File: config.mk
export PLATFORM = sky130hd
export DESIGN_NAME = fp_operand_entry
export DESIGN_NICKNAME = d
export VERILOG_FILES = /design/src/rtl/fp_operand_entry.sv
export SDC_FILE = /design/constraint.sdc
export NUM_CORES = 1
export LEC_CHECK = 0
export BUFFER_PORTS_ARGS = -buffer_cell sky130_fd_sc_hd__buf_4
export CAP_MARGIN = 15
export CORE_MARGIN = 10
export CORE_UTILIZATION = 33
export DETAILED_ROUTE_END_ITERATION = 12
export PLACE_DENSITY = 0.61
export SLEW_MARGIN = 10
export SYNTH_ARGS = -nofsm -noshare
export SYNTH_HDL_FRONTEND = slang
export SYNTH_SLANG_ARGS = --single-unit
File: constraint.sdc
create_clock -name clk -period 4 [get_ports clk]
set_clock_uncertainty 0.1 [all_clocks]
set_input_delay 0 -clock clk [delete_from_list [all_inputs] [get_ports clk]]
set_output_delay 0 -clock clk [all_outputs]
set_load 0.02 [all_outputs]
File: src/rtl/fp_operand_entry.sv
// Operand-entry front end for the FP ALU: builds A and B one hex digit at a time
// from switches plus a debounced ENTER, latches the op code, then issues under valid/ready.
module fp_operand_entry #(
  parameter  int DATA_WIDTH      = 32,
  parameter  int DEBOUNCE_CYCLES = 16,
  localparam int NIB             = DATA_WIDTH / 4,
  localparam int IDX_W           = (NIB > 1) ? $clog2(NIB) : 1
) (
  input  logic                  clk,
  input  logic                  reset,
  input  logic [3:0]            sw_nibble,
  input  logic [1:0]            sw_op,
  input  logic                  btn_enter,
  input  logic                  btn_clear,
  input  logic                  operands_ready,
  output logic [DATA_WIDTH-1:0] a,
  output logic [DATA_WIDTH-1:0] b,
  output logic [1:0]            operation,
  output logic                  operands_valid,
  output logic [1:0]            state_o,
  output logic [IDX_W-1:0]      digit_idx,
  output logic [DATA_WIDTH-1:0] entry_value
);

  localparam int CNT_W = $clog2(DEBOUNCE_CYCLES + 1);

  typedef enum logic [1:0] {
    ENTER_A   = 2'b00,
    ENTER_B   = 2'b01,
    SELECT_OP = 2'b10,
    ISSUE     = 2'b11
  } state_t;

  // Button index 0 = ENTER, 1 = CLEAR.
  logic [1:0]       w_btn_raw;
  logic [1:0]       r_sync1, r_sync2, r_db, r_db_q;
  logic [CNT_W-1:0] r_cnt [2];
  logic             w_enter_pulse, w_clear_pulse;

  state_t                r_state, w_state_next;
  logic [DATA_WIDTH-1:0] r_shadow, r_a, r_b;
  logic [DATA_WIDTH-1:0] w_shifted;
  logic [IDX_W-1:0]      r_digit_idx;
  logic [1:0]            r_operation;
  logic                  r_valid;
  logic                  w_last_digit, w_shift, w_load_a, w_load_b, w_load_op, w_xfer;

  assign w_btn_raw = {btn_clear, btn_enter};

  // NOTE: sequential state uses non-blocking assignments so every register samples
  // pre-edge values; blocking here would chain the synchronizer stages into one flop.
  always_ff @(posedge clk or posedge reset) begin
    if (reset) begin
      r_sync1 <= '0;
      r_sync2 <= '0;
      r_db    <= '0;
      r_db_q  <= '0;
      for (int i = 0; i < 2; i++) r_cnt[i] <= '0;
    end else begin
      r_sync1 <= w_btn_raw;
      r_sync2 <= r_sync1;
      r_db_q  <= r_db;
      for (int i = 0; i < 2; i++) begin
        if (r_sync2[i] != r_db[i]) begin
          if (r_cnt[i] == CNT_W'(DEBOUNCE_CYCLES - 1)) begin
            r_db[i]  <= r_sync2[i];
            r_cnt[i] <= '0;
          end else begin
            r_cnt[i] <= r_cnt[i] + CNT_W'(1);
          end
        end else begin
          r_cnt[i] <= '0;
        end
      end
    end
  end

  assign w_enter_pulse = r_db[0] & ~r_db_q[0];
  assign w_clear_pulse = r_db[1] & ~r_db_q[1];

  assign w_shifted    = {r_shadow[DATA_WIDTH-5:0], sw_nibble};
  assign w_last_digit = (r_digit_idx == IDX_W'(NIB - 1));

  always_ff @(posedge clk or posedge reset) begin
    if (reset) r_state <= ENTER_A;
    else       r_state <= w_state_next;
  end

  // NOTE: every output of this block gets a default first so no path infers a latch.
  always_comb begin
    w_state_next = r_state;
    w_shift      = 1'b0;
    w_load_a     = 1'b0;
    w_load_b     = 1'b0;
    w_load_op    = 1'b0;
    w_xfer       = 1'b0;
    if (w_clear_pulse) begin
      w_state_next = ENTER_A;
    end else begin
      unique case (r_state)
        ENTER_A: if (w_enter_pulse) begin
          w_shift = 1'b1;
          if (w_last_digit) begin
            w_load_a     = 1'b1;
            w_state_next = ENTER_B;
          end
        end
        ENTER_B: if (w_enter_pulse) begin
          w_shift = 1'b1;
          if (w_last_digit) begin
            w_load_b     = 1'b1;
            w_state_next = SELECT_OP;
          end
        end
        SELECT_OP: if (w_enter_pulse) begin
          w_load_op    = 1'b1;
          w_state_next = ISSUE;
        end
        ISSUE: if (r_valid && operands_ready) begin
          w_xfer       = 1'b1;
          w_state_next = ENTER_A;
        end
        default: w_state_next = ENTER_A;
      endcase
    end
  end

  always_ff @(posedge clk or posedge reset) begin
    if (reset) begin
      r_shadow    <= '0;
      r_digit_idx <= '0;
      r_a         <= '0;
      r_b         <= '0;
      r_operation <= '0;
      r_valid     <= 1'b0;
    end else if (w_clear_pulse) begin
      // Committed a/b/operation survive a clear so the display can still show them.
      r_shadow    <= '0;
      r_digit_idx <= '0;
      r_valid     <= 1'b0;
    end else begin
      if (w_shift) begin
        if (w_last_digit) begin
          r_shadow    <= '0;
          r_digit_idx <= '0;
        end else begin
          r_shadow    <= w_shifted;
          r_digit_idx <= r_digit_idx + IDX_W'(1);
        end
      end
      if (w_load_a) r_a <= w_shifted;
      if (w_load_b) r_b <= w_shifted;
      if (w_load_op) begin
        r_operation <= sw_op;
        r_valid     <= 1'b1;
      end
      if (w_xfer) r_valid <= 1'b0;
    end
  end

  assign a              = r_a;
  assign b              = r_b;
  assign operation      = r_operation;
  assign operands_valid = r_valid;
  assign state_o        = r_state;
  assign digit_idx      = r_digit_idx;
  assign entry_value    = r_shadow;

endmodule

Word-level counts from Yosys, hierarchy flattened
Index checks and enable logic that the tools add are counted.

cells by class
  $mul = 0
  shift operators = 0
  reductions and logical operators = 11
  $lt $le $gt $ge = 0
  add/sub/neg operators = 3
  divide/modulo/power cells = 0
  mux-type cells = 35
  bitwise logic cells = 5
  equality and inequality tests = 14

operators by type and width
  cell                   count
  $mux W32               3
  $mux W5                4
  $ne A3 B3 Y1 const B   6
  $mux W1                17
  $mux W2                7
  $add A5 B1 Y5 const B  2
  $eq A5 B4 Y1 const B   2
  $reduce_and A2 Y1      5
  $mux W3                3
  $pmux W2 S4            1
  $reduce_and A6 Y1      1
  $eq A2 B2 Y1 const B   2
  $add A3 B1 Y3 const B  1
  $eq A3 B3 Y1 const B   1
  $not A1 Y1             3
  $reduce_bool A3 Y1     1
  $and A1 B1 Y1          2
  $eq A2 B1 Y1 const B   1
  $logic_not A2 Y1       1
  $ne A1 B1 Y1           2
  $reduce_bool A2 Y1     1
  $reduce_or A2 Y1       1
  $logic_and A1 B1 Y1    1

word-level totals
  memory bits (read-only) = 0
  memories = 0
  input port bits = 11
  bits in writable memories = 0
  latch bits = 0
  bits in registers = 122
  logic and storage cells = 82

Longest topological paths before layout
Gate-level depths: netlist (run 1).

  depth in word-level cells = 8
  depth in mapped cells = 7

Worst setup path after synthesis (run 1)
OpenSTA, ideal clock, no wires.

  path type = register to register
  start point = register r_state[0] (netlist: state_o[0])
  end point = register r_state[0] (netlist: state_o[0])
  data required time = 3.821 ns
  slack = 1.960 ns
  buffers on the path = 1
  stages on the path, launching flop included = 7
  data arrival time = 1.860 ns
  cells stage by stage = dfrtp_1 inv_1 ha_1 or2_1 buf_6 a222oi_1 mux2i_1

on the way
  longest elaborated chain between the ends = 3
  elaborated cells on any way between the ends = 13
  those cells by class = eq/ne: 9; mux: 2; reduce/logical: 2

RTL lines
  what                                                           RTL line  source
  start, declared                                                40        state_t r_state, w_state_next;
  start signal, assigned                                         86        else r_state <= w_state_next;
  $eq A2 B2 Y1, or another cell as far along                     100       unique case (r_state)
  $ne A3 B3 Y1 (no line) / $pmux W2 S4 (equally long branches)   -
  $reduce_and A6 Y1 (no line) / $mux W2 (equally long branches)  -

Several ways; a longest one is shown, not always the timed one.
A chain may end at the register's enable or synchronous reset.

Final worst setup path (run 1)
  start point = register r_state[1] (netlist: state_o[1])
  end point = register r_b[0] (netlist: b[0])

on the way
  longest elaborated chain between the ends = 4

RTL lines
  what                         RTL line  source
  $eq A2 B1 Y1                 100
  $mux W1                      100
  $mux W1                      97        if (w_clear_pulse) begin
  $reduce_and A2 Y1 (no line)  -
  end signal, assigned         152       if (w_load_b) r_b <= w_shifted;
  end, declared                41        logic [DATA_WIDTH-1:0] r_shadow, r_a, r_b;

No other way between the ends.

==> results of run 1 <==
## worst paths after layout
check | endpoint | slack, ps
worst max-delay path | b[0] | 1820
worst min-delay path | r_sync1[1] | 140
worst max register to register | b[0] | 1820
worst min register to register | r_sync2[0] | 240
max in group asynchronous | entry_value[13] | 2950
min in group asynchronous | entry_value[25] | 260
## state kept, by name (all words and copies together) (netlist names)
signal	flops
b	32
operation	2
r_cnt	10
r_sync1	2
entry_value	32
r_db_q	2
operands_valid	1
a	32
state_o	2
digit_idx	3
r_db	2
r_sync2	2
## final cells by class
cell class              instances  area, µm²  area share (%)
well taps                     184      230.2           3.456
multi-input cells             225       1720           25.83
inverters                       5      21.27          0.3193
clock inverters                 7      87.58           1.315
repair buffers                133       1044           15.66
flip-flops and latches        122       3053           45.83
clock buffers                  25      505.5           7.588
## critical path, stage by stage (launching register included)
cell and delay [ps]:
dfrtp_1 430, inv_1 100, ha_1 260, nand4_2 450, buf_4 400, mux2_2 300
## per-layer routing
metal	vias to the layer above	GRT usage, %
li1	1628	-
met1	1784	15.27
met2	110	19.62
met3	16	5.741
met4	0	4.841
met5	-	0
## cells in the final DEF (no fill, tap or decap), drive strengths merged, types with 2 or more instances in the layout
cell / synthesis / routed
mux2i: 2 / 2
nand2: 4 / 4
inv: 5 / 5
ha: 8 / 8
nand2b: 2 / 2
buf: 9 / 123
nand4: 34 / 34
mux2: 68 / 68
and3: 3 / 3
clkinv: 0 / 4
and2: 3 / 3
o21ai: 38 / 38
dlygate4sd3: 0 / 10
xor2: 6 / 6
nor2: 8 / 8
bufinv: 0 / 2
a21oi: 36 / 36
clkbuf: 19 / 25
nand3: 6 / 6
dfrtp: 122 / 122
## metrics by stage
step / hold WS (ps) / area [µm²] / cells
6_report: 143.0 / 6661 / 701
5_1_grt: 144.1 / 6661 / 701
4_1_cts: 121.9 / 6629 / 700
3_5_place_dp: 12.90 / 5936 / 658
3_3_place_gp: 11.38 / 5936 / 658
2_1_floorplan: -68.57 / 4901 / 380
## report_power, final
group	total, mW	switching [mW]	internal [mW]	leakage, nW
logic	0.395	0.283	0.112	1.42
registers	1.29	0.0291	1.26	1.65
clock network	1.50	0.507	0.995	0.293
total	3.19	0.819	2.37	3.36
## synth_stat cells, types with 2 or more instances
cell type	number
clkbuf_1	19
mux2i_1	2
and2_1	3
ha_1	8
inv_1	5
nor2_1	8
buf_2	6
nand2b_1	2
mux2_2	67
o21ai_0	38
nand2_1	4
a21oi_1	36
nand4_1	33
xor2_1	6
and3_1	3
dfrtp_1	122
nand3_1	6
## cell families (layout without fill, tap and decap cells)
family / Yosys count / after routing
compound gates: 76 / 76
xor+xnor: 6 / 6
fa+ha+maj: 8 / 8
buf+inv: 33 / 170
flops: 122 / 122
mux: 70 / 70
simple gates: 65 / 65
==> flow_summary.yaml, run 1 <==
clocking:
  cts_inserted_buffers: 17
  clock_latency_ps: 410
  cts-root-buf: "clkbuf_16"
  htreeDepth: 4
  postCtsHoldBufs: 10
  clock_path_buffers: 2
  post_cts_buffers: 0
  cts_resized: 0
  cts_tree: "done"
  clk_pin_slew_ps: 50
  clkSinkCount: 122
synth:
  yosys.area_share.adder_pct: 2.042
  synthSimpleGateAreaFrac_pct: 7.710
  ys.flop_type: "dfrtp_1"
  synthCells: 380
  synth-warning-count: 0
  synth_compound_area_share_pct: 7.940
  synth_cell_types: 29
  synth.area.top_cells: "dfrtp_1 62%, mux2_2 15%, nand4_1 4.2%, o21ai_0 3.9%, a21oi_1 3.7%"
  synth_top_family_by_area: "multiplexers"
  synth_xor_area_share_pct: 1.072
  synthesis.area_um2: 4901
  async_flop_share_pct: 100.0
  yosysTopAreaCellShare_pct: 62.29
  synth_top_cell_by_area: "dfrtp_1"
  avgSynthCellArea_um2: 12.90
  ys_seq_area_share_pct: 62.29
  ys_ff_latch: 122
  muxShareOfSynthArea_pct: 16.03
  synth-edff-count: 0
  synth_nets: 399
sta:
  grt_setup_unrepaired: "no"
  period_needed_ps: 2180
  setup_viol: 0
  tns_ps: 0
  slew-limit-headroom_pct: 41.38
  report.final.slew_viol_count: 0
  fmax_mhz: 458.7
  worst_pin_slew_ps: 877.5
  layout_setup_ws_ps: 1820
  finalHoldViolations: 0
  finalCritPeriodShare_pct: 54.50
global_routing:
  grt_pass1_vias: 3745
  overflow: 0
  grt_start_max_net_pins: 66
  grt_first_pass_wirelength_um: 20360
  antenna_found_initial: 0
  grt_usage_pct: 12.73
floorplan:
  coreArea_um2: 14530
  dieArea_um2: 20130
  ioPinCount: 115
  start_util_pct: 33.72
  fp.dieW_um: 141.9
  rows: 44
  die_h_um: 141.9
setup_path:
  cp-end-kind: "flop"
  required_ps: 4190
  r2r_start: "state_o[1]"
  crit_path_start_kind: "flop"
  crit_arrival_ps: 2370
  worstSetupPathType: "reg2reg"
  startpoint: "state_o[1]"
  crit_path_max_fanout: 18
  r2r_cells: 5
detailed_routing:
  drtPass1Iterations: 4
  wl_met1_um: 5299
  vias_per_cell: 5.047
  route.met2.wl_um: 6237
  drt_iter0_markers: 167
  vias: 3538
  highest_layer: "met4"
  drc: 0
  ant_nets: 0
  wl_per_cell_um: 18.16
  dr_wl_met3_um: 1034
  wl_um: 12730
placed_design:
  port_buffers: 114
  dp_hpwl_um: 8644
  routabilityCongestion: 0.7698
  pre_cts_ws_ps: 1764
finish:
  fillerInstances: 1353
  layout-area-overhead-vs-synth_pct: 35.92
  drive_gt1_share_pct: 43.13
  antenna_cells: 0
  nNetsFinal: 523
  utilization_pct: 45.83
pwr:
  p_leak_nw: 3.363
  power_mw: 3.189
  cellPowerDensity_nw_per_um2: 478.8
  ir_drop_mv: 0.2413
status:
  status: "finished clean"
hold_path:
  holdCritPathClass: "in2reg"
  hold_depth: 2
  hp-start: "btn_clear"
flow_run:
  drv_cap: 0
No activity file was read; power rests on OpenSTA's default activity.
==> run 2: changes to the inputs <==
--- a/config.mk
+++ b/config.mk
@@ -5,12 +5,13 @@
 export SDC_FILE = /design/constraint.sdc
 export NUM_CORES = 1
 export LEC_CHECK = 0
+export ABC_AREA = 1
 export BUFFER_PORTS_ARGS = -buffer_cell sky130_fd_sc_hd__buf_4
 export CAP_MARGIN = 15
 export CORE_MARGIN = 10
 export CORE_UTILIZATION = 33
 export DETAILED_ROUTE_END_ITERATION = 12
-export PLACE_DENSITY = 0.61
+export PLACE_DENSITY = 0.64
 export SLEW_MARGIN = 10
 export SYNTH_ARGS = -nofsm -noshare
 export SYNTH_HDL_FRONTEND = slang
==> constraint.sdc (replaced) <==
create_clock -name clk -period 2 [get_ports clk]
set_clock_uncertainty 0.1 [all_clocks]
set_input_delay 0 -clock clk [delete_from_list [all_inputs] [get_ports clk]]
set_output_delay 0 -clock clk [all_outputs]
set_load 0.02 [all_outputs]
==> flow_summary.yaml, run 2 <==
clocking:
  clk_pin_slew_ps: 50
  cts_inserted_buffers: 17
  clkSinkCount: 122
  clock_path_buffers: 2
  cts_tree: "done"
  post_cts_buffers: 0
  cts-root-buf: "clkbuf_16"
  htreeDepth: 4
  clock_latency_ps: 400
setup_path:
  r2r_cells: 9
  cp-end-kind: "flop"
  crit_arrival_ps: 2060
  startpoint: "state_o[1]"
  crit_path_max_fanout: 16
  r2r_start: "state_o[1]"
  crit_path_top_delay_cell: "dfrtp_1"
  path_cells: "inv_1 > ha_2 > inv_1 > nand2_1 > nand3_4 > inv_1 > nand3_1 > buf_4 > o21ai_0"
  required_ps: 2210
  crit_end: "entry_value[30]"
  worstSetupPathType: "reg2reg"
  crit_buf_inv: 4
  crit_path_frequent_cell: "inv_1"
  critPathTopFamily: "buffers and inverters"
  r2r-end: "entry_value[30]"
  crit_path_start_kind: "flop"
  critical_path_depth: 9
  max_stage_delay_ps: 410
  r2r_slack_ps: 160
global_routing:
  grt_first_pass_wirelength_um: 19890
  use_met3_pct: 4.623
  grt_start_max_net_pins: 123
  grt_use_met1_pct: 15.06
  antenna_found_initial: 0
  grt_pass1_vias: 3803
  overflow: 0
  grt-busiest-layer: "met2"
  grt_usage_pct: 12.72
  met2_usage_pct: 20.93
sta:
  grt_setup_unrepaired: "no"
  report.final.slew_viol_count: 0
  setup_viol: 0
  finalCritPeriodShare_pct: 92.22
  fmax_mhz: 542.2
  finalHoldViolations: 0
  layout_setup_ws_ps: 155.7
  tns_ps: 0
  period_needed_ps: 1844
  hold_ws_ps: 162.5
  slew-limit-headroom_pct: 56.80
  worst_pin_slew_ps: 648.1
floorplan:
  ioPinCount: 115
  rows: 43
  fp.dieW_um: 138.3
  die_h_um: 138.3
  dieArea_um2: 19140
  start_util_pct: 33.43
  coreArea_um2: 13830
synth:
  synth_cell_types: 22
  ys.flop_type: "dfrtp_1"
  synth_top_cell_by_area: "dfrtp_1"
  yosysTopAreaCellShare_pct: 66.05
  synth_nets: 453
  synth_common_cells: "122 x dfrtp_1, 78 x nor2_1, 67 x a21oi_1, 49 x inv_1, 28 x o22ai_1"
  async_flop_share_pct: 100.0
  ys_ff_latch: 122
  synthesis.area_um2: 4622
  synth-edff-count: 0
  ys_seq_area_share_pct: 66.05
  avgSynthCellArea_um2: 10.65
  synth-warning-count: 0
  synth.most_common_cell: "dfrtp_1"
  synthCells: 434
  synth.area.top_cells: "dfrtp_1 66%, a21oi_1 7.3%, nor2_1 6.3%, inv_1 4.0%, o22ai_1 3.8%"
pwr:
  p_leak_nw: 3.207
  cellPowerDensity_nw_per_um2: 882.2
  ir_drop_mv: 0.4741
  power_mw: 5.621
finish:
  layout_commonest_cell: "dfrtp_1"
  stdcell_area_um2: 6371
  drive_gt1_share_pct: 26.86
  final_cell_mix: "122 x dfrtp_1, 116 x buf_4, 78 x nor2_1"
  nNetsFinal: 585
  layout-area-overhead-vs-synth_pct: 37.85
  fin_cells: 757
  antenna_cells: 0
  fillerInstances: 1288
  utilization_pct: 46.08
flow_run:
  drv_cap: 0
detailed_routing:
  drt_iter0_markers: 135
  ant_nets: 0
  vias_per_cell: 4.649
  drc: 0
  vias: 3519
  wl_um: 12200
  wl_per_cell_um: 16.11
  drtPass1Iterations: 4
placed_design:
  routabilityCongestion: 0.7883
  pre_cts_ws_ps: 136.3
  port_buffers: 114
  dp_hpwl_um: 8508
  dp_cells: 717
  postPlaceCellArea_um2: 5690
status:
  status: "finished clean"
hold_path:
  holdCritPathClass: "in2reg"
## run 2: cell families (layout without fill, tap and decap cells)
| kind of cell | after synthesis | count (layout) | share of synthesized area (%) |
|---|---|---|---|
| AND/OR/NAND/NOR | 126 | 126 | 11.83 |
| AO/OA/AOI/OAI | 107 | 107 | 12.37 |
| adder cells (fa/ha/maj) | 8 | 8 | 2.166 |
| buffers and inverters | 67 | 210 | 6.822 |
| flip-flops | 122 | 122 | 66.05 |
| XOR/XNOR | 4 | 4 | 0.7579 |
## run 2: power breakdown
part           switching [mW]  total [mW]  leakage (nW)  internal [mW]
clock                    1.03        2.95         0.271           1.91
sequential             0.0170        2.51          1.61           2.49
combinational           0.101       0.160          1.32         0.0592
## run 2: how the worst min path moves through the flow
stage	from	to	slack, ps	depth (start not counted)
floorplan	btn_enter	r_sync1[0]	-70	0
global placement	btn_enter	r_sync1[0]	10	1
detailed placement	btn_enter	r_sync1[0]	10	1
CTS	btn_enter	r_sync1[0]	150	2
global route	btn_enter	r_sync1[0]	170	2
finish	btn_clear	r_sync1[1]	160	2
## run 2: what timing repair did
item | in CTS | in global routing
gates resized for setup | 0 | 3
endpoints found under the hold margin | 140 | 0
setup endpoints to repair | 0 | 33
hold buffers | 10 | 0
## run 2: final cells by class
cell class                 instances  area [µm²]  area share (%)
inverter                          49       187.7           2.946
clock inverter                     7       92.59           1.453
tap                              180       225.2           3.535
timing repair buffer             131        1071           16.81
clock buffer                      23       478.0           7.502
sequential                       122        3053           47.92
multi-input combinational        245        1264           19.84
## run 2: per-layer routing
layer / vias to the layer above / share of wire [%]
li1: 1688 / -
met1: 1713 / 44
met2: 105 / 48
met3: 13 / 6.7
met4: 0 / 1.3
met5: - / 0
==> run 3: changes to the inputs <==
--- a/config.mk
+++ b/config.mk
@@ -6,7 +6,7 @@
 export NUM_CORES = 1
 export LEC_CHECK = 0
 export ABC_AREA = 1
-export BUFFER_PORTS_ARGS = -buffer_cell sky130_fd_sc_hd__buf_4
+export BUFFER_PORTS_ARGS = -buffer_cell sky130_fd_sc_hd__buf_2
 export CAP_MARGIN = 15
 export CORE_MARGIN = 10
 export CORE_UTILIZATION = 33
==> flow_summary.yaml, run 3 (synthesized netlist as in run 2, its figures left out) <==
finish:
  drive_gt1_share_pct: 27.21
  seq_area_um2: 3053
  antenna_cells: 0
  stdcell_area_um2: 6065
  nNetsFinal: 584
  fillerInstances: 1324
  layout_commonest_cell: "dfrtp_1"
  fin_cells: 757
  multi_input_area_um2: 1264
  layout-area-overhead-vs-synth_pct: 31.21
  final_cell_mix: "122 x dfrtp_1, 114 x buf_2, 78 x nor2_1"
clocking:
  clock_latency_ps: 410
  cts_tree: "done"
  clk_pin_slew_ps: 60
  clkSinkCount: 122
  htreeDepth: 4
  cts-root-buf: "clkbuf_16"
  cts_inserted_buffers: 17
  clock_path_buffers: 2
global_routing:
  overflow: 0
  grt_usage_pct: 12.63
  antenna_found_initial: 0
  grt_use_met1_pct: 15.48
  grt_first_pass_wirelength_um: 19780
  grt-busiest-layer: "met2"
  use_met3_pct: 5.103
  met2_usage_pct: 19.35
  grt_start_max_net_pins: 123
  grt_pass1_vias: 3683
placed_design:
  dp_cells: 716
  dp_hpwl_um: 8182
  routabilityCongestion: 0.7850
  postPlaceCellArea_um2: 5398
  port_buffers: 114
detailed_routing:
  drc: 0
  ant_nets: 0
  vias_per_cell: 4.699
  wl_per_cell_um: 15.79
  drt_iter0_markers: 215
  drtPass1Iterations: 6
  vias: 3557
  wl_um: 11950
sta:
  tns_ps: 0
  slew-limit-headroom_pct: 55.88
  worst_pin_slew_ps: 661.8
  finalCritPeriodShare_pct: 89.72
  grt_setup_unrepaired: "no"
  setup_viol: 0
  period_needed_ps: 1794
  report.final.slew_viol_count: 0
  fmax_mhz: 557.3
  finalHoldViolations: 0
setup_path:
  max_stage_delay_ps: 410
  path_cells: "inv_1 > ha_2 > inv_1 > nand2_1 > nand3_4 > inv_1 > nand3_1 > buf_12 > o22ai_1"
  worstSetupPathType: "reg2reg"
  cp-end-kind: "flop"
  r2r-end: "entry_value[1]"
  crit_path_top_delay_cell: "dfrtp_1"
  r2r_slack_ps: 210
  crit_arrival_ps: 2020
  crit_path_start_kind: "flop"
  r2r_start: "state_o[1]"
  required_ps: 2230
  crit_path_max_fanout: 33
  r2r_cells: 9
  crit_path_frequent_cell: "inv_1"
floorplan:
  die_h_um: 138.3
  start_util_pct: 33.43
  coreArea_um2: 13830
  fp.dieW_um: 138.3
  rows: 43
  dieArea_um2: 19140
  ioPinCount: 115
hold_path:
  hold_depth: 2
  min_to: "r_sync1[1]"
  hp-start: "btn_clear"
  holdCritPathClass: "in2reg"
pwr:
  combPwrFrac_pct: 2.7
  ir_drop_mv: 0.5007
  cellPowerDensity_nw_per_um2: 911.8
  swShare_pct: 21.09
  p_leak_nw: 3.193
  switchingPower_mw: 1.166
  pwr-share-clk_pct: 51.9
  p_int_mw: 4.363
  p_seq_share_pct: 45.4
status:
  status: "finished clean"
flow_run:
  drv_cap: 0
run 3: cell type report:
class	count	area share [%]
clock buffer	23	8.046
clock inverter	8	1.135
inverter	49	3.095
multi-input combinational	245	20.84
sequential	122	50.34
tap	180	3.714
timing repair buffer	130	12.83
run 3: per-layer routing:
| metal | share of wire (%) | vias up |
|---|---|---|
| li1 | - | 1687 |
| met1 | 44 | 1735 |
| met2 | 47 | 117 |
| met3 | 6.7 | 18 |
| met4 | 2.0 | 0 |
| met5 | 0 | - |
run 3: what timing repair did:
item,in CTS,in global routing
setup endpoints to repair,0,33
hold endpoints to repair,140,0
resized for setup,0,3
setup buffers,0,0
hold buffers,10,0
run 3: power by group through the flow:
stage	combinational (mW)	sequential (mW)	clock [mW]
2_1_floorplan	0.0739	2.56	0
3_3_place_gp	0.133	2.55	0
3_5_place_dp	0.140	2.55	0
4_1_cts	0.154	2.51	2.93
5_1_grt	0.170	2.51	3.05
6_report	0.148	2.51	2.87
run 3: through the flow:
stage	utilization (%)	setup slack (ps)	power, mW	hold slack (ps)
global route	43.86	10.35	5.735	138.9
CTS	43.79	111.1	5.596	110.6
global placement	39.04	248.4	2.685	12.09
finish	43.86	205.6	5.530	129.3
floorplan	-	98.12	2.636	-68.57
detailed placement	39.04	129.2	2.692	9.520
run 3: how the worst max path moves through the flow:
stage | start | to | slack, ps | cells past startpoint
final | state_o[1] | entry_value[1] | 210 | 9
after global routing | state_o[1] | entry_value[29] | 10 | 9
after CTS | state_o[0] | digit_idx[0] | 110 | 9
after global placement | state_o[0] | entry_value[28] | 250 | 9
after detailed placement | state_o[0] | entry_value[28] | 130 | 9
after floorplan | state_o[0] | entry_value[0] | 100 | 9
run 3: critical path: cells and delay by family (launching register included):
| kind | cells | cell delay, ps |
|---|---|---|
| flip-flops | 1 | 410 |
| adder cells (fa/ha/maj) | 1 | 210 |
| AO/OA/AOI/OAI | 1 | 130 |
| AND/OR/NAND/NOR | 3 | 350 |
| buffers and inverters | 4 | 490 |
